--- config.mk ---
export PLATFORM = sky130hd
export DESIGN_NAME = trace_collector
export DESIGN_NICKNAME = d
export VERILOG_FILES = /design/src/rtl/trace_collector.sv
export SDC_FILE = /design/constraint.sdc
export NUM_CORES = 1
export LEC_CHECK = 0
export BUFFER_PORTS_ARGS = -buffer_cell sky130_fd_sc_hd__buf_4
export CORE_MARGIN = 10
export CORE_UTILIZATION = 50
export CTS_BUF_LIST = sky130_fd_sc_hd__clkbuf_4 sky130_fd_sc_hd__clkbuf_8
export DETAILED_ROUTE_END_ITERATION = 12
export GPL_ROUTABILITY_DRIVEN = 0
export PLACE_DENSITY_LB_ADDON = 0.15
export SLEW_MARGIN = 15
export SYNTH_ARGS = -nofsm -noshare
export SYNTH_HDL_FRONTEND = slang
export SYNTH_SLANG_ARGS = --single-unit
--- constraint.sdc ---
create_clock -name clk -period 5.9 [get_ports clk]
set_input_delay 0.295 -clock clk [delete_from_list [all_inputs] [get_ports clk]]
set_output_delay 0.295 -clock clk [all_outputs]
set_load 0.02 [all_outputs]
--- src/rtl/trace_collector.sv ---
// trace_collector: merges per-tile trace words into a single tagged stream.
// Each tile has a small FIFO; a round-robin arbiter pops one word per cycle
// into a registered output. Overflowing pushes are dropped and counted.
module trace_collector #(
  parameter int unsigned NT    = 4,
  parameter int unsigned Fpay  = 32,
  parameter int unsigned DEPTH = 4,
  parameter int unsigned SRCw  = (NT > 1) ? $clog2(NT) : 1,
  parameter int unsigned CNTw  = 16
) (
  input  logic                 clk,
  input  logic                 reset,
  input  logic [NT-1:0]        trigger_in,
  input  logic [NT*Fpay-1:0]   trace_in,
  input  logic                 hold,
  input  logic                 clr_stat,
  output logic                 trigger_out,
  output logic [Fpay-1:0]      trace_out,
  output logic [SRCw-1:0]      trace_src,
  output logic [NT-1:0]        overflow,
  output logic [CNTw-1:0]      drop_cnt
);

  localparam int unsigned PTRw = (DEPTH > 1) ? $clog2(DEPTH) : 1;
  localparam int unsigned OCCw = PTRw + 1;
  localparam int unsigned SUMw = CNTw + 1;

  logic [Fpay-1:0] mem_q    [NT][DEPTH];
  logic [PTRw-1:0] wr_ptr_q [NT];
  logic [PTRw-1:0] rd_ptr_q [NT];
  logic [OCCw-1:0] occ_q    [NT];

  logic [SRCw-1:0] rr_q, rr_d;
  logic            grant_valid;
  logic [SRCw-1:0] grant_idx;
  logic [NT-1:0]   pop, push, drop;

  logic [NT-1:0]   overflow_q, overflow_d;
  logic [CNTw-1:0] drop_cnt_q, drop_cnt_d;
  logic [SUMw-1:0] drop_pc, drop_sum;

  logic            trigger_out_q;
  logic [Fpay-1:0] trace_out_q;
  logic [SRCw-1:0] trace_src_q;

  // Round-robin scan of registered occupancies starting at rr_q; hold blocks any grant.
  always_comb begin
    int unsigned     idx;
    logic [SRCw-1:0] idx_s;
    grant_valid = 1'b0;
    grant_idx   = '0;
    idx         = 0;
    idx_s       = '0;
    for (int k = 0; k < NT; k++) begin
      idx   = (32'(rr_q) + unsigned'(k)) % NT;
      idx_s = SRCw'(idx);
      if (!hold && !grant_valid && (occ_q[idx_s] != '0)) begin
        grant_valid = 1'b1;
        grant_idx   = idx_s;
      end
    end
  end

  // Pointer advances past the granted source; frozen when nothing is granted.
  always_comb begin
    rr_d = rr_q;
    if (grant_valid) begin
      rr_d = (grant_idx == SRCw'(NT - 1)) ? '0 : grant_idx + SRCw'(1);
    end
  end

  // Push is allowed into a full FIFO only when the same FIFO is popped this cycle.
  always_comb begin
    pop  = '0;
    push = '0;
    drop = '0;
    for (int i = 0; i < NT; i++) begin
      pop[i]  = grant_valid && (grant_idx == SRCw'(i));
      push[i] = trigger_in[i] && ((occ_q[i] != OCCw'(DEPTH)) || pop[i]);
      drop[i] = trigger_in[i] && !push[i];
    end
  end

  // Drop statistics: popcount add with saturation; same-cycle drops survive a clear.
  always_comb begin
    drop_pc = '0;
    for (int i = 0; i < NT; i++) begin
      drop_pc = drop_pc + SUMw'(drop[i]);
    end
    drop_sum   = (clr_stat ? '0 : {1'b0, drop_cnt_q}) + drop_pc;
    drop_cnt_d = drop_sum[CNTw] ? '1 : drop_sum[CNTw-1:0];
    overflow_d = (clr_stat ? '0 : overflow_q) | drop;
  end

  // FIFO storage; contents need no reset since occupancy gates every read.
  always_ff @(posedge clk) begin
    for (int i = 0; i < NT; i++) begin
      if (push[i]) begin
        mem_q[i][wr_ptr_q[i]] <= trace_in[i*Fpay +: Fpay];
      end
    end
  end

  // FIFO pointers and occupancy counters.
  always_ff @(posedge clk) begin
    if (reset) begin
      for (int i = 0; i < NT; i++) begin
        wr_ptr_q[i] <= '0;
        rd_ptr_q[i] <= '0;
        occ_q[i]    <= '0;
      end
    end else begin
      for (int i = 0; i < NT; i++) begin
        if (push[i]) wr_ptr_q[i] <= wr_ptr_q[i] + PTRw'(1);
        if (pop[i])  rd_ptr_q[i] <= rd_ptr_q[i] + PTRw'(1);
        case ({push[i], pop[i]})
          2'b10:   occ_q[i] <= occ_q[i] + OCCw'(1);
          2'b01:   occ_q[i] <= occ_q[i] - OCCw'(1);
          default: occ_q[i] <= occ_q[i];
        endcase
      end
    end
  end

  // Arbiter pointer, output register and statistics.
  always_ff @(posedge clk) begin
    if (reset) begin
      rr_q          <= '0;
      trigger_out_q <= 1'b0;
      trace_out_q   <= '0;
      trace_src_q   <= '0;
      overflow_q    <= '0;
      drop_cnt_q    <= '0;
    end else begin
      rr_q          <= rr_d;
      trigger_out_q <= grant_valid;
      if (grant_valid) begin
        trace_out_q <= mem_q[grant_idx][rd_ptr_q[grant_idx]];
        trace_src_q <= grant_idx;
      end
      overflow_q    <= overflow_d;
      drop_cnt_q    <= drop_cnt_d;
    end
  end

  assign trigger_out = trigger_out_q;
  assign trace_out   = trace_out_q;
  assign trace_src   = trace_src_q;
  assign overflow    = overflow_q;
  assign drop_cnt    = drop_cnt_q;

endmodule

==> results.md, run 1 <==
- Run status: finished, final reports clean
- Area delta synth->final: 21.9%
- CP max-delay cell: mux4_2
- Via density: between 6 and 7
- Register share of total power: about two fifths
- Async S/R FF share, synth: 0%
- Post-Place Worst Slack: about 140 ps
- Worst-path cell chain: or3_1, mux4_2, nor4_2, a211oi_4, ha_1, nand2_1, inv_1, or3_1, fa_1, inv_1, fa_1, fa_1, and3_1, and3_1, nand2_1, nor2_1, nand4b_1, buf_12, o21a_1, nor2_1
- Kind of start point of the critical path: flip-flop
- Post-Syn Instances: 1820
- Unique masters post-synth: 66
- CP Launch Point: occ_q[3][1]
- Post-layout instance area: 31100 um^2
- Worst Path Arrival: a little over 6000 ps
- Tmin final: around 5600 ps
- Critical Path Most Common Cell: fa_1
- Final hold vios: 0
- Hold path start: reset
- Detail Placement HPWL: between 40000 and 50000 um
- Router iterations before antenna repair: 6
- Final setup TNS: 0 ps
- WS Path Type: flip-flop to flip-flop
- Max Clk Rate: ~180 MHz
- Port buffer count: 190
- Worst-path clk slew: 70 ps
- Pwr/cell area: about 440 nW/um^2
- Pint: roughly 8.8 mW
- Routed WL: between 70000 and 80000 um
- Crit-path max cell delay: ~650 ps
- Post-synth EDFFs: 540
- Bufs on Longest Clock Path: 3
- Wirelength per Cell: about 27 um
- Die height: 246 um
- Syn_nets: 1994
- CP required: between 6000 and 7000 ps
- Critical Path Fanout Max: 14
- Max_cap viols: 0
- Vias in the first global route: 17.6k
- Floorplan core area: just over 50000 um^2
- CTS tree: yes
- Reg2reg start: occ_q[3][1]
- Final worst slack: 299 ps
- Row count: a little over 80
- Total clock sinks: between 500 and 600
- Switch Pwr: just under 5 mW
- Largest net degree at the start of global routing: roughly 100
- Post-synthesis sequential area ratio: between 60% and 70%
- Htree depth: 3
- # setup viols final: 0
- HP Class: primary input to flip-flop
- Leakage: 11.3 nW
- Fin nets: approximately 2.3k
- Mapped cell area: between 20000 and 30000 um^2
- Clock Power Share: between 20 and 30%
- Share of layout cells above drive strength 1: between 20% and 30%
- # DRC: 0
- Synth warn: 0
- Max-slew headroom: between 20 and 30%
- Sw Ratio: about 36%
- Worst clock skew: around 41 ps
- Worst hold slack: between 30 and 40 ps
- Peak VDD IR: around 0.35 mV
- Main synth FF type: edfxtp_1
- Detailed Route Iter0 Violations: roughly 1.7k
- Least-Margin Pin Slew: 1060 ps
- Worst-skew pair later-pin latency: around 700 ps
- Synth Register Bits: 599
- Via count: roughly 18k
- Root Buffer: clkbuf_8
- Cts bufs inserted: a little under 100
- Syn_area_per_cell: 14.0 um^2
- I/O pin count: between 150 and 200
- Antenna cells: 0
- Total track usage: 25.2%
- Final period utilization: between 90% and 100%
- Initial core utilization: 50.7%
- Remaining Overflow, GRT: 0
- Die Footprint: between 60000 and 70000 um^2
- Remaining antenna violation count: 0
- Critical path capture point type: flip-flop
- RSZ-0062 raised after global routing: no
- DP Area: about 28000 um^2
- PnR Total Power: ~14 mW
- Final Slew Violations: 0
- Comb power frac: between 30% and 40%
- First-pass GRT wire length: approximately 110000 um
- Initial antenna violation count: 1
- Die width: roughly 250 um
[routing by layer]
layer / wire (um) / GRT usage [%] / part of all wire, % / up-vias
li1: - / - / - / 7792
met5: 13 / 0 / 0.017 / -
met2: 37600 / 41.6 / 49 / 845
met1: 31800 / 33.1 / 41 / 8912
met4: 2150 / 8.39 / 2.8 / 2
met3: 5930 / 4.51 / 7.7 / 166
[synth_stat cells (27+ instances only)]
cell	instances	area share, %
a32oi_1	33	1.1
a211oi_1	129	3.8
inv_1	127	1.9
a221oi_1	34	1.2
o21ai_1	33	0.65
ha_1	32	1.6
buf_2	28	0.55
nor2_1	77	1.1
nand3b_1	32	0.94
edfxtp_1	540	63
a21oi_1	27	0.53
nand3_1	70	1.4
nand4_1	33	0.81
nand2_1	87	1.3
o211ai_1	32	0.94
a221o_1	32	1.3
a2111oi_2	31	1.8
mux2i_1	65	2.5
clkbuf_1	99	1.5
dfxtp_1	59	4.6
[registers in the layout (all words and copies together), names as in the netlist, named ones only]
signal,cells
overflow,4
trigger_out,1
trace_out,32
trace_src,2
drop_cnt,16
occ_q,12
wr_ptr_q,8
rr_q,2
mem_q,512
rd_ptr_q,8
[final cells by class]
| class | count | area, um^2 |
|---|---|---|
| Clock inverter | 38 | 282 |
| Clock buffer | 142 | 1750 |
| Fill cell | 3805 | 19200 |
| Timing Repair Buffer | 370 | 3150 |
| Multi-Input combinational cell | 952 | 7220 |
| Tap cell | 672 | 841 |
| Inverter | 131 | 497 |
| Sequential cell | 599 | 17400 |
[critical path: cells and delay by family, from the launching register on]
family          cells  cell delay [ps]
compound gates      2              240
fa+ha+maj           4             1600
buf+inv             3              280
flops               1              460
mux                 1              650
simple gates       10             2220
[cell families after synthesis]
group           Yosys count  synth area share, %
compound gates          424                 14.3
mux                      68                 2.77
simple gates            403                 8.04
buf+inv                 269                 4.14
xor+xnor                 19                0.651
flops                   599                 68.1
fa+ha+maj                38                 2.04
[stage by stage]
step	utilization, %	std cells
floorplan	-	1820
global placement	55.2	2593
detailed placement	55.2	2593
CTS	61.8	2903
global route	61.8	2904
finish	61.8	2904
[repair_timing]
item / in CTS / in global routing
resized for setup: 0 / 0
hold endpoints to repair: 515 / 0
hold buffers: 130 / 0
setup buffers: 0 / 1
endpoints found under the setup margin: 0 / 14
[power groups by stage]
stage | logic, mW | clock network [mW] | registers, mW
2_1_floorplan | 2.91 | 0 | 5.44
5_1_grt | 4.98 | 3.96 | 5.36
4_1_cts | 4.64 | 3.76 | 5.32
3_3_place_gp | 4.50 | 0 | 5.39
6_report | 4.70 | 3.72 | 5.32
3_5_place_dp | 4.56 | 0 | 5.41
[path summary, 6_finish.rpt]
kind / end / cells after the start / slack, ps
worst max-delay path: drop_cnt[11] / 20 / 300
worst min-delay path: trace_src[0] / 2 / 40
worst max register to register: drop_cnt[11] / 20 / 300
worst min register to register: overflow[0] / 2 / 470
[layout by cell type (no fill, tap or decap), types with 33 or more instances in the layout]
| cell type | count |
|---|---|
| nand4_1 | 33 |
| clkbuf_8 | 109 |
| inv_1 | 127 |
| mux2i_1 | 65 |
| clkbuf_4 | 33 |
| dfxtp_1 | 59 |
| nand2_1 | 87 |
| a221oi_1 | 34 |
| edfxtp_1 | 540 |
| a211oi_1 | 128 |
| nand3_1 | 70 |
| a32oi_1 | 33 |
| nor2_1 | 76 |
| buf_4 | 236 |
| dlygate4sd3_1 | 130 |
(Power assumes the default switching activity.)
==> run 2, diff against run 1 <==
--- a/config.mk
+++ b/config.mk
@@ -6,12 +6,16 @@
 export NUM_CORES = 1
 export LEC_CHECK = 0
 export BUFFER_PORTS_ARGS = -buffer_cell sky130_fd_sc_hd__buf_4
+export CELL_PAD_IN_SITES_DETAIL_PLACEMENT = 0
+export CELL_PAD_IN_SITES_GLOBAL_PLACEMENT = 1
 export CORE_MARGIN = 10
-export CORE_UTILIZATION = 50
+export CORE_UTILIZATION = 47
 export CTS_BUF_LIST = sky130_fd_sc_hd__clkbuf_4 sky130_fd_sc_hd__clkbuf_8
+export CTS_CLUSTER_DIAMETER = 120
 export DETAILED_ROUTE_END_ITERATION = 12
 export GPL_ROUTABILITY_DRIVEN = 0
 export PLACE_DENSITY_LB_ADDON = 0.15
+export REMOVE_ABC_BUFFERS = 1
 export SLEW_MARGIN = 15
 export SYNTH_ARGS = -nofsm -noshare
 export SYNTH_HDL_FRONTEND = slang
==> results.md, run 2 (synthesis results as in run 1) <==
- PnR Total Power: approximately 14 mW
- Critical Path Fanout Max: 14
- CP required: between 6000 and 7000 ps
- Critical path capture point type: flip-flop
- Peak VDD IR: 0.445 mV
- Max-slew headroom: approximately a fifth
- Fin util: 57.9%
- Port buffer count: 190
- Fin nets: between 2k and 2.5k
- Share of layout cells above drive strength 1: roughly 22%
- Die height: ~250 um
- Least-Margin Pin Slew: between 1000 and 1500 ps
- Floorplan core area: around 54000 um^2
- CTS tree: yes
- # DRC: 0
- Pwr/cell area: between 400 and 500 nW/um^2
- Htree depth: 3
- Leakage: around 11 nW
- Area delta synth->final: 22.0%
- Worst Path Arrival: between 6000 and 7000 ps
- Placed insts: roughly 2.6k
- Pint: ~8.8 mW
- Final period utilization: 95.4%
- Max reg flops: ~510
- Row count: between 80 and 90
- Detail Placement HPWL: about 44000 um
- Register share of total power: 38.7%
- I/O pin count: 191
- Cts bufs inserted: 99
- Worst-skew pair later-pin latency: 690 ps
- Total clock sinks: between 500 and 600
- Commonest non-fill, non-tap cell in the layout: edfxtp_1
- Remaining Overflow, GRT: 0
- Via density: approximately 6.0
- RSZ-0062 raised after global routing: no
- Non-filler cells, final: around 3k
- Routed WL: around 78000 um
- Clock Power Share: roughly 27%
- Post_cts resized: 0
- Worst clock skew: 15.6 ps
- Total track usage: 24.2%
- Sw Ratio: between 30% and 40%
- Tmin final: 5630 ps
- Worst-path clk slew: approximately 60 ps
- Initial antenna violation count: 5
- Run status: finished, final reports clean
- WS Path Type: flip-flop to flip-flop
- Initial core utilization: 47.5%
- Wirelength per Cell: about 27 um
- Vias in the first global route: about 18k
- Kind of start point of the critical path: flip-flop
- Root Buffer: clkbuf_8
- CP Capture Point: drop_cnt[9]
- Commonest non-fill, non-tap cells in the layout: edfxtp_1, buf_4, dlygate4sd3_1
- Remaining antenna violation count: 0
- HP Class: primary input to flip-flop
- Max Clk Rate: 178 MHz
- Number of cells on the worst reg-to-reg path: 20
- Worst r2r dst: drop_cnt[9]
- # setup viols final: 0
- Switch Pwr: 4.97 mW
- Comb power frac: about a third
- Via count: 17.6k
- Router iterations before antenna repair: 5
- Largest net degree at the start of global routing: ~100
- Final hold vios: 0
- Max_cap viols: 0
- CP Launch Point: occ_q[3][1]
- Detailed Route Iter0 Violations: 1544
- First-pass GRT wire length: 115000 um
- Die width: 253 um
- Final Slew Violations: 0
- Reg-to-reg slack, setup: ~270 ps
- Die Footprint: 64100 um^2
- Reg2reg start: occ_q[3][1]
- Bufs on Longest Clock Path: 3
-- run 2: cell count changes in the layout (fill, tap and decap cells not counted), moves of 2 or more --
cell	previous run	this run
clkbuf_4	33	41
inv_6	2	0
clkbuf_8	109	107
buf_4	236	234
dlygate4sd3_1	130	132
-- run 2: repair_timing --
item,CTS,global route
hold buffers,132,0
endpoints found under the hold margin,526,0
setup buffers,0,2
setup endpoints to repair,0,4
-- run 2: power groups by stage --
stage	combinational, mW	sequential [mW]	clock [mW]
finish	4.72	5.32	3.72
global route	5.04	5.36	3.97
CTS	4.67	5.32	3.78
detailed placement	4.58	5.41	0
global placement	4.54	5.39	0
floorplan	2.80	5.45	0
-- run 2: cell type report --
cell class                 instances  area, um^2
fill                            4346       22600
sequential                       599       17400
multi-input combinational        952        7230
timing repair buffer             369        3140
clock buffer                     148        1780
tap                              696         871
inverter                         131         497
clock inverter                    38         264
antenna                            1        2.50
-- run 2: metal layers --
metal  vias up  part of all wire [%]  GRT usage, %
li1       7788                     -             -
met1      8894                    42          31.5
met2       746                    48          40.4
met3       150                   7.2          4.35
met4         6                   2.5          7.91
met5         -                 0.034             0
-- run 2: worst min path at each step --
stage                             start       endpoint  slack, ps  cells past startpoint
after floorplan                   reset  trace_out[10]        360                      1
final                     trigger_in[0]    overflow[0]         70                      4
after global placement     trace_src[0]   trace_src[0]        480                      2
after global routing      trigger_in[0]    overflow[0]        120                      4
after detailed placement    overflow[1]    overflow[1]        490                      2
after CTS                 trigger_in[1]    overflow[1]         40                      3
-- run 2: per-stage QoR --
step                setup TNS [ps]  cell area (um^2)  setup slack [ps]  hold slack (ps)
CTS                              0             31200               238             38.8
finish                           0             31200               270             72.7
detailed placement               0             27800               242              488
global placement                 0             27800               377              480
floorplan                 -2279700             25000             -5620              363
global route                     0             31200              26.6              120
-- run 2: worst max-delay path: stages, from the launching register on --
cell and delay [ps]:
edfxtp_1 450, or3_1 530, mux4_2 610, nor4_2 380, a211oi_4 90, buf_4 220
ha_1 220, nand2_1 150, nand4_1 260, fa_1 610, inv_1 50, fa_1 420
fa_1 420, and3_1 180, and3_1 240, nand2_1 120, nor2_1 70, nand4b_1 100
buf_4 210, o21a_1 150, nor2_1 30
